File: src/rtl/bus_xfer_pkg.sv
// ============================================================================
// Module   : bus_xfer_pkg
// Brief    : Shared bus source/destination encodings, FSM states and helpers.
// Revision : 1.0 - initial release
// ============================================================================
`default_nettype none

package bus_xfer_pkg;

    localparam logic [3:0] SRC_PC = 4'd0;
    localparam logic [3:0] SRC_AR = 4'd1;
    localparam logic [3:0] SRC_AC = 4'd2;
    localparam logic [3:0] SRC_R  = 4'd3;
    localparam logic [3:0] SRC_DM = 4'd4;
    localparam logic [3:0] SRC_IM = 4'd5;
    localparam logic [3:0] SRC_DR = 4'd6;
    localparam logic [3:0] SRC_A  = 4'd7;
    localparam logic [3:0] SRC_B  = 4'd8;
    localparam logic [3:0] SRC_C  = 4'd9;

    localparam int DST_PC = 0;
    localparam int DST_AR = 1;
    localparam int DST_AC = 2;
    localparam int DST_R  = 3;
    localparam int DST_DM = 4;
    localparam int DST_IM = 5;
    localparam int DST_DR = 6;
    localparam int DST_A  = 7;
    localparam int DST_B  = 8;
    localparam int DST_C  = 9;

    typedef enum logic [2:0] {
        ST_IDLE  = 3'd0,
        ST_DRIVE = 3'd1,
        ST_WAIT  = 3'd2,
        ST_WRITE = 3'd3,
        ST_ERR   = 3'd4
    } xfer_state_t;

    function automatic logic is_mem_src(input logic [3:0] src);
        return (src == SRC_DM) || (src == SRC_IM);
    endfunction

endpackage

`default_nettype wire

File: src/rtl/bus_src_decode.sv
// ============================================================================
// Module   : bus_src_decode
// Brief    : Source index to one-hot decoder with an in-range flag.
// Revision : 1.0 - initial release
// ============================================================================
`default_nettype none

module bus_src_decode #(
    parameter int N     = 10,
    parameter int IDX_W = 4
) (
    input  logic [IDX_W-1:0] idx,
    output logic [N-1:0]     onehot,
    output logic             valid
);

    always_comb begin
        onehot = '0;
        for (int i = 0; i < N; i++) begin
            onehot[i] = (idx == IDX_W'(i));
        end
    end

    assign valid = (int'(idx) < N);

endmodule

`default_nettype wire

File: src/rtl/bus_xfer_ctrl.sv
// ============================================================================
// Module   : bus_xfer_ctrl
// Brief    : Bus transfer sequencer: source drive, memory stretch, dest load.
//            Optional BUS_XFER_CAPTURE_EN adds the xfer_data trace register.
// Revision : 1.0 - initial release
// ============================================================================
`default_nettype none

module bus_xfer_ctrl
    import bus_xfer_pkg::*;
#(
    parameter int DATA_W   = 16,
    parameter int N_SRC    = 10,
    parameter int N_DST    = 10,
    parameter int MEM_WAIT = 1
) (
    input  logic              clk,
    input  logic              rst,
    input  logic              req_valid,
    output logic              req_ready,
    input  logic [3:0]        req_src,
    input  logic [N_DST-1:0]  req_dst,
    input  logic [DATA_W-1:0] bus,
    output logic [N_SRC-1:0]  src_read_en,
    output logic [N_DST-1:0]  dst_write_en,
    output logic              done,
    output logic              err
`ifdef BUS_XFER_CAPTURE_EN
    ,
    output logic [DATA_W-1:0] xfer_data
`endif
);

    localparam logic [2:0] C_WAIT_LOAD = (MEM_WAIT > 0) ? 3'(MEM_WAIT - 1) : 3'd0;
    localparam logic       C_MEM_STRETCH = (MEM_WAIT > 0);

    xfer_state_t       r_state;
    xfer_state_t       w_next;
    logic [3:0]        r_src;
    logic [N_SRC-1:0]  r_src_oh;
    logic [N_DST-1:0]  r_dst;
    logic [2:0]        r_wait_cnt;
    logic [N_SRC-1:0]  w_req_oh;
    logic              w_req_src_ok;
    logic              w_accept;

    bus_src_decode #(
        .N     (N_SRC),
        .IDX_W (4)
    ) u_src_decode (
        .idx    (req_src),
        .onehot (w_req_oh),
        .valid  (w_req_src_ok)
    );

    assign w_accept = req_valid && (r_state == ST_IDLE);

    always_ff @(posedge clk or posedge rst) begin
        if (rst) begin
            r_state    <= ST_IDLE;
            r_src      <= '0;
            r_src_oh   <= '0;
            r_dst      <= '0;
            r_wait_cnt <= '0;
        end else begin
            r_state <= w_next;
            if (w_accept) begin
                r_src    <= req_src;
                r_src_oh <= w_req_oh;
                r_dst    <= req_dst;
            end
            if (r_state == ST_DRIVE) begin
                r_wait_cnt <= C_WAIT_LOAD;
            end else if (r_state == ST_WAIT && r_wait_cnt != 3'd0) begin
                r_wait_cnt <= r_wait_cnt - 3'd1;
            end
        end
    end

    // Outputs decode only registered state, so reset clears them immediately.
    always_comb begin
        w_next       = r_state;
        req_ready    = 1'b0;
        src_read_en  = '0;
        dst_write_en = '0;
        done         = 1'b0;
        err          = 1'b0;
        case (r_state)
            ST_IDLE: begin
                req_ready = 1'b1;
                if (w_accept) begin
                    w_next = (!w_req_src_ok || req_dst == '0) ? ST_ERR : ST_DRIVE;
                end
            end
            ST_DRIVE: begin
                src_read_en = r_src_oh;
                w_next = (is_mem_src(r_src) && C_MEM_STRETCH) ? ST_WAIT : ST_WRITE;
            end
            ST_WAIT: begin
                src_read_en = r_src_oh;
                if (r_wait_cnt == 3'd0) begin
                    w_next = ST_WRITE;
                end
            end
            ST_WRITE: begin
                src_read_en  = r_src_oh;
                dst_write_en = r_dst;
                done         = 1'b1;
                w_next       = ST_IDLE;
            end
            ST_ERR: begin
                err    = 1'b1;
                w_next = ST_IDLE;
            end
            default: w_next = ST_IDLE;
        endcase
    end

`ifdef BUS_XFER_CAPTURE_EN
    always_ff @(posedge clk or posedge rst) begin
        if (rst) begin
            xfer_data <= '0;
        end else if (r_state == ST_WRITE) begin
            xfer_data <= bus;
        end
    end
`else
    logic w_bus_unused;
    assign w_bus_unused = ^bus;
`endif

endmodule

`default_nettype wire

File: config.mk
export PLATFORM = sky130hd
export DESIGN_NAME = bus_xfer_ctrl
export DESIGN_NICKNAME = d
export VERILOG_FILES = /design/src/rtl/bus_xfer_pkg.sv /design/src/rtl/bus_src_decode.sv /design/src/rtl/bus_xfer_ctrl.sv
export SDC_FILE = /design/constraint.sdc
export NUM_CORES = 1
export LEC_CHECK = 0
export BUFFER_PORTS_ARGS = -buffer_cell sky130_fd_sc_hd__buf_2
export CORE_ASPECT_RATIO = 1.5
export CORE_MARGIN = 5
export CORE_UTILIZATION = 40
export CTS_CLUSTER_SIZE = 16
export DETAILED_ROUTE_END_ITERATION = 8
export GPL_ROUTABILITY_DRIVEN = 0
export PLACE_DENSITY = 0.79
export SYNTH_ARGS = -nofsm -noshare
export SYNTH_HDL_FRONTEND = slang
export SYNTH_SLANG_ARGS = --single-unit
File: constraint.sdc
create_clock -name clk -period 1.7 [get_ports clk]
set_input_delay 0.17 -clock clk [delete_from_list [all_inputs] [get_ports clk]]
set_output_delay 0.17 -clock clk [all_outputs]
set_load 0.02 [all_outputs]
Yosys cells after proc, flatten, opt, wreduce, memory -nomap -nowiden

Index checks and enable logic that the tools add are counted.

$lt $le $gt $ge: 1
Multiplexer cells: 12
Reductions and logical operators: 13
$add $sub $neg: 1
Equality and inequality tests: 17

Operator list:

| kind                                              | number |
|---|---|
| == test 4 x 3 -> 1 bit (second input constant)    | 6 |
| two-way mux 10 bit                                | 2 |
| two-way mux 3 bit                                 | 5 |
| zero test 10 bit                                  | 1 |
| case mux 3 bit (3 select lines)                   | 1 |
| == test 4 x 2 -> 1 bit (second input constant)    | 2 |
| == test 4 bit (second input constant)             | 2 |
| == test 3 x 2 -> 1 bit (second input constant)    | 2 |
| zero test 3 bit                                   | 2 |
| == test 4 x 1 -> 1 bit (second input constant)    | 1 |
| zero test 4 bit                                   | 1 |
| < comparator 4 bit (second input constant)        | 1 |
| two-way mux 1 bit                                 | 4 |
| == test 3 x 1 -> 1 bit (second input constant)    | 1 |
| == test 3 bit (second input constant)             | 1 |
| nonzero test 3 bit                                | 1 |
| OR reduction 3 bit                                | 1 |
| subtractor 3 x 1 -> 3 bit (second input constant) | 1 |
| logical AND 1 bit                                 | 2 |
| logical OR 1 bit                                  | 2 |
| != test 2 x 1 -> 1 bit (second input constant)    | 1 |
| != test 2 bit (second input constant)             | 1 |
| AND reduction 2 bit                               | 1 |
| nonzero test 2 bit                                | 1 |
| zero test 1 bit                                   | 1 |

Bits of input ports: 33
Bits in registers: 30
Word-level logic and storage cells: 49
Output and inout port bits: 23

Depth between registers and ports, before layout

Word-level depth: 6
Mapped depth: 6
Gate-level depth less buffers: 6

By module

From an unflattened synthesis, not the netlist that was laid out.

Cells, all modules: 136
Area, all modules: 1709.1 µm²

By module, submodules not included:

| module         | cells an instance | instances | area each (µm²) |
|---|---|---|---|
| bus_xfer_ctrl  | 121               | 1         | 1529.0 |
| bus_src_decode | 15                | 1         | 180.2 |

Worst setup path before layout

No wires, ideal clock.

Path type: flip-flop to flip-flop
From: register r_state[1]
To: register r_dst[0]
Arrival: 1338 ps
Stages on the path, launching flop included: 6
Data required time: 1575 ps
Setup slack: 237 ps
Library setup time: 125 ps
Cells stage by stage: dfrtp_1 buf_6 nor3_4 nand2_4 buf_6 mux2_2

Word-level cells in the longest chain between the ends: 2

Ends and longest elaborated chain:

| item                     | RTL line            | RTL |
|---|---|---|
| start: declaration       | bus_xfer_ctrl.sv:37 | `xfer_state_t r_state;` |
| start signal: assignment | bus_xfer_ctrl.sv:66 | `r_state <= w_next;` |
| zero test 3 bit          | bus_xfer_ctrl.sv:56 | `assign w_accept = req_valid && (r_state == ST_IDLE);` |
| logical AND 1 bit        | bus_xfer_ctrl.sv:56 |  |
| end signal: assignment   | bus_xfer_ctrl.sv:70 | `r_dst <= req_dst;` |
| end: declaration         | bus_xfer_ctrl.sv:41 | `logic [N_DST-1:0] r_dst;` |

No other way between the ends.
A chain may end at the register's enable or synchronous reset.

Worst setup path after layout

From: register r_state[0]
To: output err

Word-level cells in the longest chain between the ends: 2

Ends and longest elaborated chain:

| item              | RTL line            | RTL |
|---|---|---|
| == test 3 bit     | bus_xfer_ctrl.sv:88 | `case (r_state)` |
| two-way mux 1 bit | bus_xfer_ctrl.sv:88 |  |
| end: declaration  | bus_xfer_ctrl.sv:27 | `output logic err` |

No other way between the ends.

==> results.ini <==
[timing]
period_minus_slack_ps=1600
final_max_slew_viol_count=0
hold_viol=0
grt_setup_unrepaired=no
tightest_slew_ps=373
clock_skew_ps=5.57
setup_ws_ps=98.2
max_freq_ghz=0.624
setup_violations=0
fin_crit_sh_pct=94.2
relSlewSlack_pct=75.1
fin_setup_tns_ps=0

[die]
die_height_um=84.0
die-area_um2=4980
core_area_um2=3610
io_pins=56
rows=27
die_w_um=59.3
start_util_pct=40.4

[synthesis]
netlist_area_um2=1460
synth-seq-cells=29
syn_inst=136
synthFlopType=dfrtp_1
synth_async_sr_flop_share_pct=100
synth_nets=171
synth-seq-area-share_pct=49.7
yosys-top-cells-area=dfrtp_1 50%, mux2_2 10%, and2_1 9.0%
synth_top_area_cell=dfrtp_1
synth_cell_types=28
synth-edff-count=0
synth_commonest_cells=29 x dfrtp_1, 21 x and2_1, 16 x nand2_1, 13 x mux2_2
synth_top_area_share_pct=49.7
syn_area_per_cell_um2=10.7
yosysMostFrequentCell=dfrtp_1
ys_warn_count=0

[global_routing]
track_usage_pct=13.3
grt_pass1_wl_um=5120
grt_max_degree=35
grt_remaining_overflow=0
grt_pass1_vias=1126
antenna_found_initial=0

[critical_path]
crit_path_start_kind=register
crit_fanout=5
crit_type=register to primary output
critPathCaptureType=primary output
worstPathRequired_ps=1530
cp_data_arrival_time_ps=1430

[clock_network]
cts_made_buffers=5
cts_buffer_depth=2
cts_sinks=29
worstSkewPairLatency_ps=280
h-tree-depth=2
cts.clk_slew.worst_paths_ps=60
root_buffer=clkbuf_8
cts_tree=built

[min_path]
hold_class=input pin to register

[routing]
drt_iter0_markers=28
finalWirelength_um=2970
firstDrtPassIters=4
vias=1155
wl_per_cell_um=13.1
via_per_inst=5.11
drc_errors=0
drtAntennaViolNets=0

[flow_run]
maxCapViolations=0

[placement]
port_buffers=39
dp_hpwl_um=2220
post-place-ws_ps=136

[pwr]
total_power_mw=2.82
p_per_area_nw_per_um2=1560
ir_worst_vdd_mv=0.930
p_leak_nw=0.881

[final_layout]
syn_to_final_growth_pct=23.6
diodes=0
final_nets=217
utilization_pct=49.9
drive_gt1_share_pct=38.8

[status]
status=finished, final reports clean

[cell usage in the layout, fill, tap and decap left out, types with 3 or more instances in the layout]
cell and instances:
inv_1 4, nor4_1 4, o31ai_1 4, o21ai_0 6
and2_1 21, clkbuf_1 3, nor2_1 5, mux2_2 13
clkbuf_8 5, buf_2 39, nand2b_1 4, buf_4 6
dfrtp_1 27, nand2_1 16, o41ai_1 5, a21oi_1 3
[routing by layer]
| metal | wire length, µm | global-route usage [%] | part of all wire [%] |
|---|---|---|---|
| met5 | 0 | 0 | 0 |
| met4 | 36 | 5.36 | 1.2 |
| met3 | 262 | 5.73 | 8.8 |
| met2 | 1550 | 22.3 | 52 |
| met1 | 1120 | 14.3 | 38 |
[sequential cells by signal, summed over array words and instances, names as in the netlist]
register	flops
r_state	3
r_src	3
r_src_oh	10
r_wait_cnt	3
r_dst	10
[power breakdown]
group          switching [mW]  internal [mW]  total, mW
logic                   0.653          0.534       1.19
registers               0.156          0.944       1.10
clock network           0.242          0.290      0.532
total                    1.05           1.77       2.82
[worst max-delay path, stage by stage (launching register included)]
cell and delay (ps):
dfrtp_1 460, nor2_1 270, buf_4 170, and2_1 110, buf_2 150
[cells by family (layout without fill, tap and decap cells)]
| kind of cell | Yosys count | after routing | synth area share (%) |
|---|---|---|---|
| compound gates | 24 | 24 | 11.9 |
| simple gates | 56 | 56 | 21.5 |
| flops | 29 | 29 | 49.7 |
| xor+xnor | 1 | 1 | 0.600 |
| mux | 13 | 13 | 10.0 |
| fa+ha+maj | 2 | 2 | 1.71 |
| buf+inv | 11 | 58 | 4.46 |
[final timing paths]
kind | start | endpoint | slack (ps) | depth (start not counted)
max | r_state[0] | err | 100 | 4
max in group asynchronous | rst | r_state[2] | 920 | 4
min reg2reg | r_src_oh[1] | r_src_oh[1] | 470 | 2
max reg2reg | r_state[0] | r_src_oh[1] | 210 | 3
min | req_dst[4] | r_dst[4] | 140 | 2
min in group asynchronous | rst | r_wait_cnt[2] | 490 | 4
[per-stage QoR]
stage	hold slack, ps	instance area (µm²)	instances
finish	140	1800	226
floorplan	248	1460	136
global placement	255	1700	216
detailed placement	258	1700	216
global route	130	1800	226
CTS	130	1790	225
[layout make-up]
type	count	area (µm²)
fill	330	1810
tap	43	53.8
clock buffer	8	80.1
multi-input combinational	96	676
timing repair buffer	46	250
sequential	29	728
inverter	4	15.0
[repair_timing]
action,in CTS,in global routing
hold endpoints to repair,29,0
setup endpoints to repair,10,15
hold buffers,1,0
setup buffers,0,1
gates resized for setup,3,1
Power figures use the tool's default switching activity.
